### config.mk
export PLATFORM = sky130hd
export DESIGN_NAME = ulpi_reg_ctrl
export DESIGN_NICKNAME = d
export VERILOG_FILES = /design/src/rtl/ulpi_reg_ctrl_pkg.sv /design/src/rtl/ulpi_reg_ctrl.sv
export SDC_FILE = /design/constraint.sdc
export NUM_CORES = 1
export LEC_CHECK = 0
export BUFFER_PORTS_ARGS = -buffer_cell sky130_fd_sc_hd__buf_4
export CORE_UTILIZATION = 30
export CTS_BUF_LIST = sky130_fd_sc_hd__clkbuf_8
export DETAILED_ROUTE_END_ITERATION = 8
export SYNTH_ARGS = -nofsm -noshare
export SYNTH_HDL_FRONTEND = slang
export SYNTH_SLANG_ARGS = --single-unit
### constraint.sdc
create_clock -name clock -period 6.54 [get_ports clock]
set_clock_uncertainty 0.05 [all_clocks]
set_input_delay 0.654 -clock clock [delete_from_list [all_inputs] [get_ports clock]]
set_output_delay 0.654 -clock clock [all_outputs]
set_load 0.02 [all_outputs]
### src/rtl/ulpi_reg_ctrl_pkg.sv
// ulpi_reg_ctrl_pkg
//   Shared definitions for the ULPI register/NOPID command path.
//   Contents: FSM state codes, transaction kinds, TX CMD encodings, and
//   small helpers for command-byte construction and saturating counting.
package ulpi_reg_ctrl_pkg;

  typedef enum logic [3:0] {
    ST_IDLE  = 4'd0,
    ST_CMD   = 4'd1,
    ST_WDATA = 4'd2,
    ST_WSTOP = 4'd3,
    ST_RTURN = 4'd4,
    ST_RDATA = 4'd5,
    ST_RWAIT = 4'd6,
    ST_NHOLD = 4'd7,
    ST_NSTOP = 4'd8,
    ST_ABORT = 4'd9
  } state_e;

  // Bit 1 clear means the transaction belongs to port A.
  typedef enum logic [1:0] {
    TK_A_WRITE = 2'd0,
    TK_A_NOPID = 2'd1,
    TK_B_WRITE = 2'd2,
    TK_B_READ  = 2'd3
  } txn_kind_e;

  localparam logic [1:0] CMD_REGW_PFX = 2'b10;
  localparam logic [1:0] CMD_REGR_PFX = 2'b11;
  localparam logic [7:0] CMD_NOPID    = 8'h40;

  // TX CMD byte for a port-B register access.
  function automatic logic [7:0] b_cmd_byte(input logic rnw, input logic [5:0] addr);
    return {(rnw ? CMD_REGR_PFX : CMD_REGW_PFX), addr};
  endfunction

  // Increment that sticks at 0xFF.
  function automatic logic [7:0] sat_inc8(input logic [7:0] v);
    return (v == 8'hFF) ? v : (v + 8'd1);
  endfunction

endpackage

### src/rtl/ulpi_reg_ctrl.sv
// ulpi_reg_ctrl
//   ULPI link-side command sequencer for register writes/reads and NOPID
//   (chirp) transmits, shared between port A (line-state FSM) and port B
//   (core config). Retries a transaction after a PHY abort and flags an
//   error once the retry budget is spent.
// Ports
//   clock, reset_n               : 60 MHz ULPI clock, async active-low reset
//   ulpi_dir_i/nxt_i/dat_i       : PHY side inputs
//   ulpi_dat_o, ulpi_stp_o       : link side outputs (registered)
//   tx_busy_i                    : packet transmitter owns the bus
//   a_write_i/nopid_i/stop_i,
//   a_addr_i/data_i, a_done_o    : port A requests and completion pulse
//   b_req_i/rnw_i/addr_i/data_i,
//   b_ack_o, b_rdata_o           : port B request, completion pulse, read data
//   err_o, busy_o, abort_cnt_o   : retry-exhausted flag, activity, abort count
module ulpi_reg_ctrl
  import ulpi_reg_ctrl_pkg::*;
#(
  parameter int unsigned RETRY_MAX = 15
) (
  input  logic       clock,
  input  logic       reset_n,
  input  logic       ulpi_dir_i,
  input  logic       ulpi_nxt_i,
  input  logic [7:0] ulpi_dat_i,
  output logic [7:0] ulpi_dat_o,
  output logic       ulpi_stp_o,
  input  logic       tx_busy_i,
  input  logic       a_write_i,
  input  logic       a_nopid_i,
  input  logic       a_stop_i,
  input  logic [7:0] a_addr_i,
  input  logic [7:0] a_data_i,
  output logic       a_done_o,
  input  logic       b_req_i,
  input  logic       b_rnw_i,
  input  logic [5:0] b_addr_i,
  input  logic [7:0] b_data_i,
  output logic       b_ack_o,
  output logic [7:0] b_rdata_o,
  output logic       err_o,
  output logic       busy_o,
  output logic [7:0] abort_cnt_o
);

  localparam logic [7:0] RETRY_LIMIT = RETRY_MAX[7:0];

  state_e    state_q, state_d;
  txn_kind_e kind_q, kind_d;
  logic [7:0] cmd_q, cmd_d;
  logic [7:0] wdata_q, wdata_d;
  logic       last_a_q, last_a_d;
  logic [7:0] retry_q, retry_d;
  logic       err_pend_q, err_pend_d;
  logic [7:0] abort_cnt_q, abort_cnt_d;
  logic [7:0] rdata_q, rdata_d;
  logic [7:0] dat_q, dat_d;
  logic       stp_q, stp_d;
  logic       done_q, done_d;
  logic       ack_q, ack_d;
  logic       err_q, err_d;
  logic       busy_q, busy_d;
  logic       abort_s;
  logic       finish_s;

  // Next-state, arbitration, retry bookkeeping and completion pulses.
  always_comb begin
    state_d     = state_q;
    kind_d      = kind_q;
    cmd_d       = cmd_q;
    wdata_d     = wdata_q;
    last_a_d    = last_a_q;
    retry_d     = retry_q;
    err_pend_d  = err_pend_q;
    abort_cnt_d = abort_cnt_q;
    rdata_d     = rdata_q;
    done_d      = 1'b0;
    ack_d       = 1'b0;
    err_d       = 1'b0;
    abort_s     = 1'b0;
    finish_s    = 1'b0;

    case (state_q)
      ST_IDLE: begin
        retry_d    = 8'd0;
        err_pend_d = 1'b0;
        // A pulse cycle is skipped: the requester still holds its level then.
        if (!ulpi_dir_i && !tx_busy_i && !done_q && !ack_q) begin
          if (a_nopid_i) begin
            kind_d  = TK_A_NOPID;
            cmd_d   = CMD_NOPID;
            state_d = ST_CMD;
          end else if (a_write_i && (!b_req_i || !last_a_q)) begin
            kind_d   = TK_A_WRITE;
            cmd_d    = a_addr_i;
            wdata_d  = a_data_i;
            last_a_d = 1'b1;
            state_d  = ST_CMD;
          end else if (b_req_i) begin
            kind_d   = b_rnw_i ? TK_B_READ : TK_B_WRITE;
            cmd_d    = b_cmd_byte(b_rnw_i, b_addr_i);
            wdata_d  = b_data_i;
            last_a_d = 1'b0;
            state_d  = ST_CMD;
          end else begin
            state_d = ST_IDLE;
          end
        end else begin
          state_d = ST_IDLE;
        end
      end
      ST_CMD: begin
        if (ulpi_dir_i) begin
          abort_s = 1'b1;
        end else if (ulpi_nxt_i) begin
          case (kind_q)
            TK_A_NOPID: state_d = ST_NHOLD;
            TK_B_READ:  state_d = ST_RTURN;
            default:    state_d = ST_WDATA;
          endcase
        end else begin
          state_d = ST_CMD;
        end
      end
      ST_WDATA: begin
        if (ulpi_dir_i) begin
          abort_s = 1'b1;
        end else if (ulpi_nxt_i) begin
          state_d = ST_WSTOP;
        end else begin
          state_d = ST_WDATA;
        end
      end
      ST_WSTOP: begin
        finish_s = 1'b1;
        state_d  = ST_IDLE;
      end
      ST_RTURN: begin
        state_d = ulpi_dir_i ? ST_RDATA : ST_RTURN;
      end
      ST_RDATA: begin
        // Anything but a clean data cycle means the PHY took the bus back.
        if (ulpi_dir_i && !ulpi_nxt_i) begin
          rdata_d = ulpi_dat_i;
          state_d = ST_RWAIT;
        end else begin
          abort_s = 1'b1;
        end
      end
      ST_RWAIT: begin
        if (!ulpi_dir_i) begin
          finish_s = 1'b1;
          state_d  = ST_IDLE;
        end else begin
          state_d = ST_RWAIT;
        end
      end
      ST_NHOLD: begin
        state_d = a_stop_i ? ST_NSTOP : ST_NHOLD;
      end
      ST_NSTOP: begin
        finish_s = 1'b1;
        state_d  = ST_IDLE;
      end
      ST_ABORT: begin
        if (!ulpi_dir_i && !tx_busy_i) begin
          if (err_pend_q) begin
            finish_s = 1'b1;
            state_d  = ST_IDLE;
          end else begin
            state_d = ST_CMD;
          end
        end else begin
          state_d = ST_ABORT;
        end
      end
      default: begin
        state_d = ST_IDLE;
      end
    endcase

    if (abort_s) begin
      state_d     = ST_ABORT;
      abort_cnt_d = sat_inc8(abort_cnt_q);
      // The abort that finds the budget used up turns into an error completion.
      if (retry_q == RETRY_LIMIT) begin
        err_pend_d = 1'b1;
      end else begin
        retry_d = retry_q + 8'd1;
      end
    end else begin
      abort_cnt_d = abort_cnt_q;
    end

    if (finish_s) begin
      done_d = ~kind_q[1];
      ack_d  = kind_q[1];
      err_d  = err_pend_q;
    end else begin
      done_d = 1'b0;
      ack_d  = 1'b0;
      err_d  = 1'b0;
    end
  end

  // Bus outputs decoded from the upcoming state so they leave a flop.
  always_comb begin
    dat_d  = 8'h00;
    stp_d  = 1'b0;
    busy_d = (state_d != ST_IDLE);
    case (state_d)
      ST_CMD:   dat_d = cmd_d;
      ST_WDATA: dat_d = wdata_d;
      ST_WSTOP: stp_d = 1'b1;
      ST_NSTOP: stp_d = 1'b1;
      default:  dat_d = 8'h00;
    endcase
  end

  // State and output registers; reset clears the bus immediately.
  always_ff @(posedge clock or negedge reset_n) begin
    if (!reset_n) begin
      state_q     <= ST_IDLE;
      kind_q      <= TK_A_WRITE;
      cmd_q       <= 8'h00;
      wdata_q     <= 8'h00;
      last_a_q    <= 1'b0;
      retry_q     <= 8'd0;
      err_pend_q  <= 1'b0;
      abort_cnt_q <= 8'd0;
      rdata_q     <= 8'h00;
      dat_q       <= 8'h00;
      stp_q       <= 1'b0;
      done_q      <= 1'b0;
      ack_q       <= 1'b0;
      err_q       <= 1'b0;
      busy_q      <= 1'b0;
    end else begin
      state_q     <= state_d;
      kind_q      <= kind_d;
      cmd_q       <= cmd_d;
      wdata_q     <= wdata_d;
      last_a_q    <= last_a_d;
      retry_q     <= retry_d;
      err_pend_q  <= err_pend_d;
      abort_cnt_q <= abort_cnt_d;
      rdata_q     <= rdata_d;
      dat_q       <= dat_d;
      stp_q       <= stp_d;
      done_q      <= done_d;
      ack_q       <= ack_d;
      err_q       <= err_d;
      busy_q      <= busy_d;
    end
  end

  assign ulpi_dat_o  = dat_q;
  assign ulpi_stp_o  = stp_q;
  assign a_done_o    = done_q;
  assign b_ack_o     = ack_q;
  assign b_rdata_o   = rdata_q;
  assign err_o       = err_q;
  assign busy_o      = busy_q;
  assign abort_cnt_o = abort_cnt_q;

endmodule
==> impl_metrics.yaml <==
sta:
  grt_setup_unrepaired: "false"
  timing.final.crit_period_ns: 2.95
  slew_violations: 0
  hold_violations: 0
  setup_viol: 0
  setup_tns_ns: 0
  setup_slack_ns: 3.59
  worst_relative_slew_slack_pct: 49.4
  period_share_pct: 45.1
  worst_pin_slew_ns: 0.759
  fmax_mhz: 339
placed_design:
  routabilityCongestion: 0.853
  place_hpwl_um: 5190
  io_buffers: 76
  place_worst_setup_slack_ns: 3.58
  placement.cell_area_mm2: 0.00381
  dpl.cell_count: 502
finish:
  num-nets-final: 430
  flow.area_growth_from_synthesis_pct: 28.8
  antenna_cells_inserted: 0
  sequential_cell_area_mm2: 0.00153
  layout.core_utilization_pct: 40.4
  final_cells: 517
  postLayoutCellArea_mm2: 0.00402
  drive_gt1_share_pct: 28.4
  fill_cells: 963
  multi_input_comb_area_mm2: 0.00150
pwr:
  total_leakage_power_uw: 0.00189
  p_clk_share_pct: 22.0
  vdd.ir_drop.worst_v: 0.000140
  power_density_mw_per_mm2: 409
  seq_power_share_pct: 36.7
  share_comb_of_total_power_pct: 41.3
  internal-power_uw: 1030
  power.net_switching_uw: 620
  p_sw_share_pct: 37.7
route:
  drt_iter0_drc: 77
  vias: 2502
  routed_wire_length_per_instance_um: 14.0
  dr.pass1.iters: 5
  drt_wl_total_um: 7250
  detail_route.drc_violations: 0
  viasPerCell: 4.84
  route.antenna.remaining_nets: 0
synth:
  netlist_top_cells_area: "sky130_fd_sc_hd__dfrtp_1 (49%), sky130_fd_sc_hd__mux2i_1 (4.8%), sky130_fd_sc_hd__mux2_2 (3.6%), sky130_fd_sc_hd__nand2b_1 (3.4%), sky130_fd_sc_hd__o21ai_0 (3.0%)"
  average_cell_area_after_synthesis_um2: 10.2
  postSynth.asyncResetShare_pct: 100
  synth-seq-area-share_pct: 48.9
  yosys_warns: 0
  synthesized_netlist_net_count: 357
  synth_edf_count: 0
  syn-cell-area_mm2: 0.00312
  synthDominantAreaCellType: "sky130_fd_sc_hd__dfrtp_1"
  netlist_instances: 307
  synth_seq_cells: 61
  synth_cell_types: 49
  ys_dominant_reg_cell: "sky130_fd_sc_hd__dfrtp_1"
  synth_top_area_share_pct: 48.9
grt:
  grt_max_degree: 62
  grt_overflow_total: 0
  globalRouteTotalUtil_pct: 14.0
  wire_length_of_the_first_global_routing_pass_um: 12000
  first_global_vias: 2454
  grt_antenna_before_repair: 0
clocking:
  post_cts_hold_buffer_count: 0
  clock_tree_from_tritoncts: "yes"
  cts.path.max_buffers: 2
  tritoncts.num_buffers: 9
  h-tree-depth: 3
  numClockSinks: 61
  clock-root-buffer: "sky130_fd_sc_hd__clkbuf_8"
  post-cts-setup-buffer-count: 0
  clkSlewWorstSetupHoldPaths_ns: 0.07
  clkLatencyLatePin_ns: 0.34
  post_cts.resized_instances: 0
critical_path:
  worst-setup-path-type: "reg -> reg"
  critPathRequiredTime_ns: 6.75
  worst_setup_sp_type: "register"
  worstSetupEndpointType: "register"
  timing.critical_path.arrival_ns: 3.16
  critical_path.max_fanout: 15
die:
  design.die.area_mm2: 0.0108
  initial_core_util_pct: 31.4
  core-area_mm2: 0.00995
  placement_rows: 36
  die_height_um: 104
  fp.dieW_um: 104
  ioPinCount: 77
hold_path:
  holdCritPathClass: "in -> async"
flow_run:
  max_capacitance_violation_total: 0
outcome:
  run_status: "complete, no violations"
worst max-delay path, stage by stage (launching register included):
cell	delay [ns]
sky130_fd_sc_hd__dfrtp_1	0.60
sky130_fd_sc_hd__nor2b_1	0.37
sky130_fd_sc_hd__nand4_1	0.48
sky130_fd_sc_hd__o221ai_1	0.42
sky130_fd_sc_hd__nand2_1	0.35
sky130_fd_sc_hd__or3b_1	0.45
sky130_fd_sc_hd__a21boi_1	0.15
synth_stat cells, types with 3 or more instances:
cell,instances
sky130_fd_sc_hd__o22a_1,4
sky130_fd_sc_hd__nand4_1,4
sky130_fd_sc_hd__nor2_1,21
sky130_fd_sc_hd__clkbuf_1,11
sky130_fd_sc_hd__or4_1,3
sky130_fd_sc_hd__and3_1,11
sky130_fd_sc_hd__mux2_2,10
sky130_fd_sc_hd__inv_1,9
sky130_fd_sc_hd__dfrtp_1,61
sky130_fd_sc_hd__o21ai_0,19
sky130_fd_sc_hd__a21oi_1,8
sky130_fd_sc_hd__nor2b_1,12
sky130_fd_sc_hd__a31oi_1,3
sky130_fd_sc_hd__a2bb2oi_1,7
sky130_fd_sc_hd__o22ai_1,3
sky130_fd_sc_hd__mux2i_1,15
sky130_fd_sc_hd__nand2b_1,17
sky130_fd_sc_hd__nand3_1,18
sky130_fd_sc_hd__a22o_1,6
sky130_fd_sc_hd__nand2_1,14
sky130_fd_sc_hd__nor3_1,3
sky130_fd_sc_hd__o21a_1,8
sky130_fd_sc_hd__xnor2_1,6
flip-flops by register name, indices dropped and copies added, names as in the netlist:
name         count
abort_cnt_o      8
b_rdata_o        8
cmd_q            8
retry_q          8
ulpi_dat_o       8
wdata_q          8
state_q          4
kind_q           2
a_done_o         1
b_ack_o          1
busy_o           1
err_o            1
err_pend_q       1
last_a_q         1
ulpi_stp_o       1
path summary, 6_finish.rpt:
| path | startpoint | end | slack [ns] | cells after the start |
|---|---|---|---|---|
| max in group asynchronous | reset_n | ulpi_stp_o$_DFF_PN0_ | 5.60 | 1 |
| worst max-delay path | state_q[2]$_DFF_PN0_ | ulpi_dat_o[7]$_DFF_PN0_ | 3.59 | 6 |
| worst min register to register | abort_cnt_o[5]$_DFFE_PN0P_ | abort_cnt_o[5]$_DFFE_PN0P_ | 0.44 | 1 |
| worst min-delay path | reset_n | cmd_q[0]$_DFF_PN0_ | 0.32 | 1 |
| min in group clock | abort_cnt_o[5]$_DFFE_PN0P_ | abort_cnt_o[5]$_DFFE_PN0P_ | 0.44 | 1 |
| worst max register to register | state_q[2]$_DFF_PN0_ | ulpi_dat_o[7]$_DFF_PN0_ | 3.59 | 6 |
cells by family after synthesis:
| logic type | Yosys count | share of synthesized area [%] |
|---|---|---|
| simple gates | 114 | 20.3 |
| compound gates | 72 | 16.1 |
| flops | 61 | 48.9 |
| buf+inv | 25 | 3.32 |
| mux | 25 | 8.41 |
| xor+xnor | 8 | 2.24 |
| fa+ha+maj | 2 | 0.801 |
power by group through the flow:
stage	logic [uW]	registers, uW	clock network (uW)
2_1_floorplan	430	644	0
3_3_place_gp	674	610	0
3_5_place_dp	680	609	0
4_1_cts	685	604	373
5_1_grt	748	622	388
6_report	679	604	363
cell usage in the layout (no fill, tap or decap), types with 2 or more instances in the layout:
cell type / count
sky130_fd_sc_hd__or4_1: 3
sky130_fd_sc_hd__and4_1: 2
sky130_fd_sc_hd__mux2_2: 10
sky130_fd_sc_hd__ha_1: 2
sky130_fd_sc_hd__a21o_1: 2
sky130_fd_sc_hd__nand2b_1: 17
sky130_fd_sc_hd__dfrtp_1: 61
sky130_fd_sc_hd__a31oi_1: 3
sky130_fd_sc_hd__clkbuf_8: 10
sky130_fd_sc_hd__nor2b_1: 12
sky130_fd_sc_hd__a21oi_1: 8
sky130_fd_sc_hd__nor2_1: 21
sky130_fd_sc_hd__nand2_1: 14
sky130_fd_sc_hd__a22o_1: 6
sky130_fd_sc_hd__inv_1: 10
sky130_fd_sc_hd__o22a_1: 4
sky130_fd_sc_hd__o22ai_1: 3
sky130_fd_sc_hd__xor2_1: 2
sky130_fd_sc_hd__bufinv_16: 2
sky130_fd_sc_hd__o21ai_0: 19
sky130_fd_sc_hd__a2bb2oi_1: 7
sky130_fd_sc_hd__mux2i_1: 15
sky130_fd_sc_hd__buf_4: 78
sky130_fd_sc_hd__and3_1: 11
sky130_fd_sc_hd__o21a_1: 8
sky130_fd_sc_hd__xnor2_1: 6
sky130_fd_sc_hd__nand3_1: 18
sky130_fd_sc_hd__and2_1: 2
sky130_fd_sc_hd__nor3_1: 3
sky130_fd_sc_hd__nand4_1: 4
metal layers:
layer	vias up	part of all wire, %	track usage (%)
met5	-	0	0
met4	0	1.3	6.12
met3	10	2.8	2.82
met2	46	48	21.7
met1	1200	48	18.8
li1	1246	-	-
metrics by stage:
| stage | power (uW) | hold slack [ns] |
|---|---|---|
| 6_report | 1650 | 0.324 |
| 5_1_grt | 1760 | 0.396 |
| 4_1_cts | 1660 | 0.371 |
| 3_5_place_dp | 1290 | 0.438 |
| 3_3_place_gp | 1280 | 0.434 |
| 2_1_floorplan | 1070 | 0.308 |
cell type report:
class / instances / area share [%]
clock buffer: 10 / 3.42
clock inverter: 5 / 1.90
inverter: 9 / 0.840
multi-input combinational: 221 / 37.2
sequential: 61 / 37.9
tap: 133 / 4.14
timing repair buffer: 78 / 14.6
No activity file was read; power rests on OpenSTA's default activity.
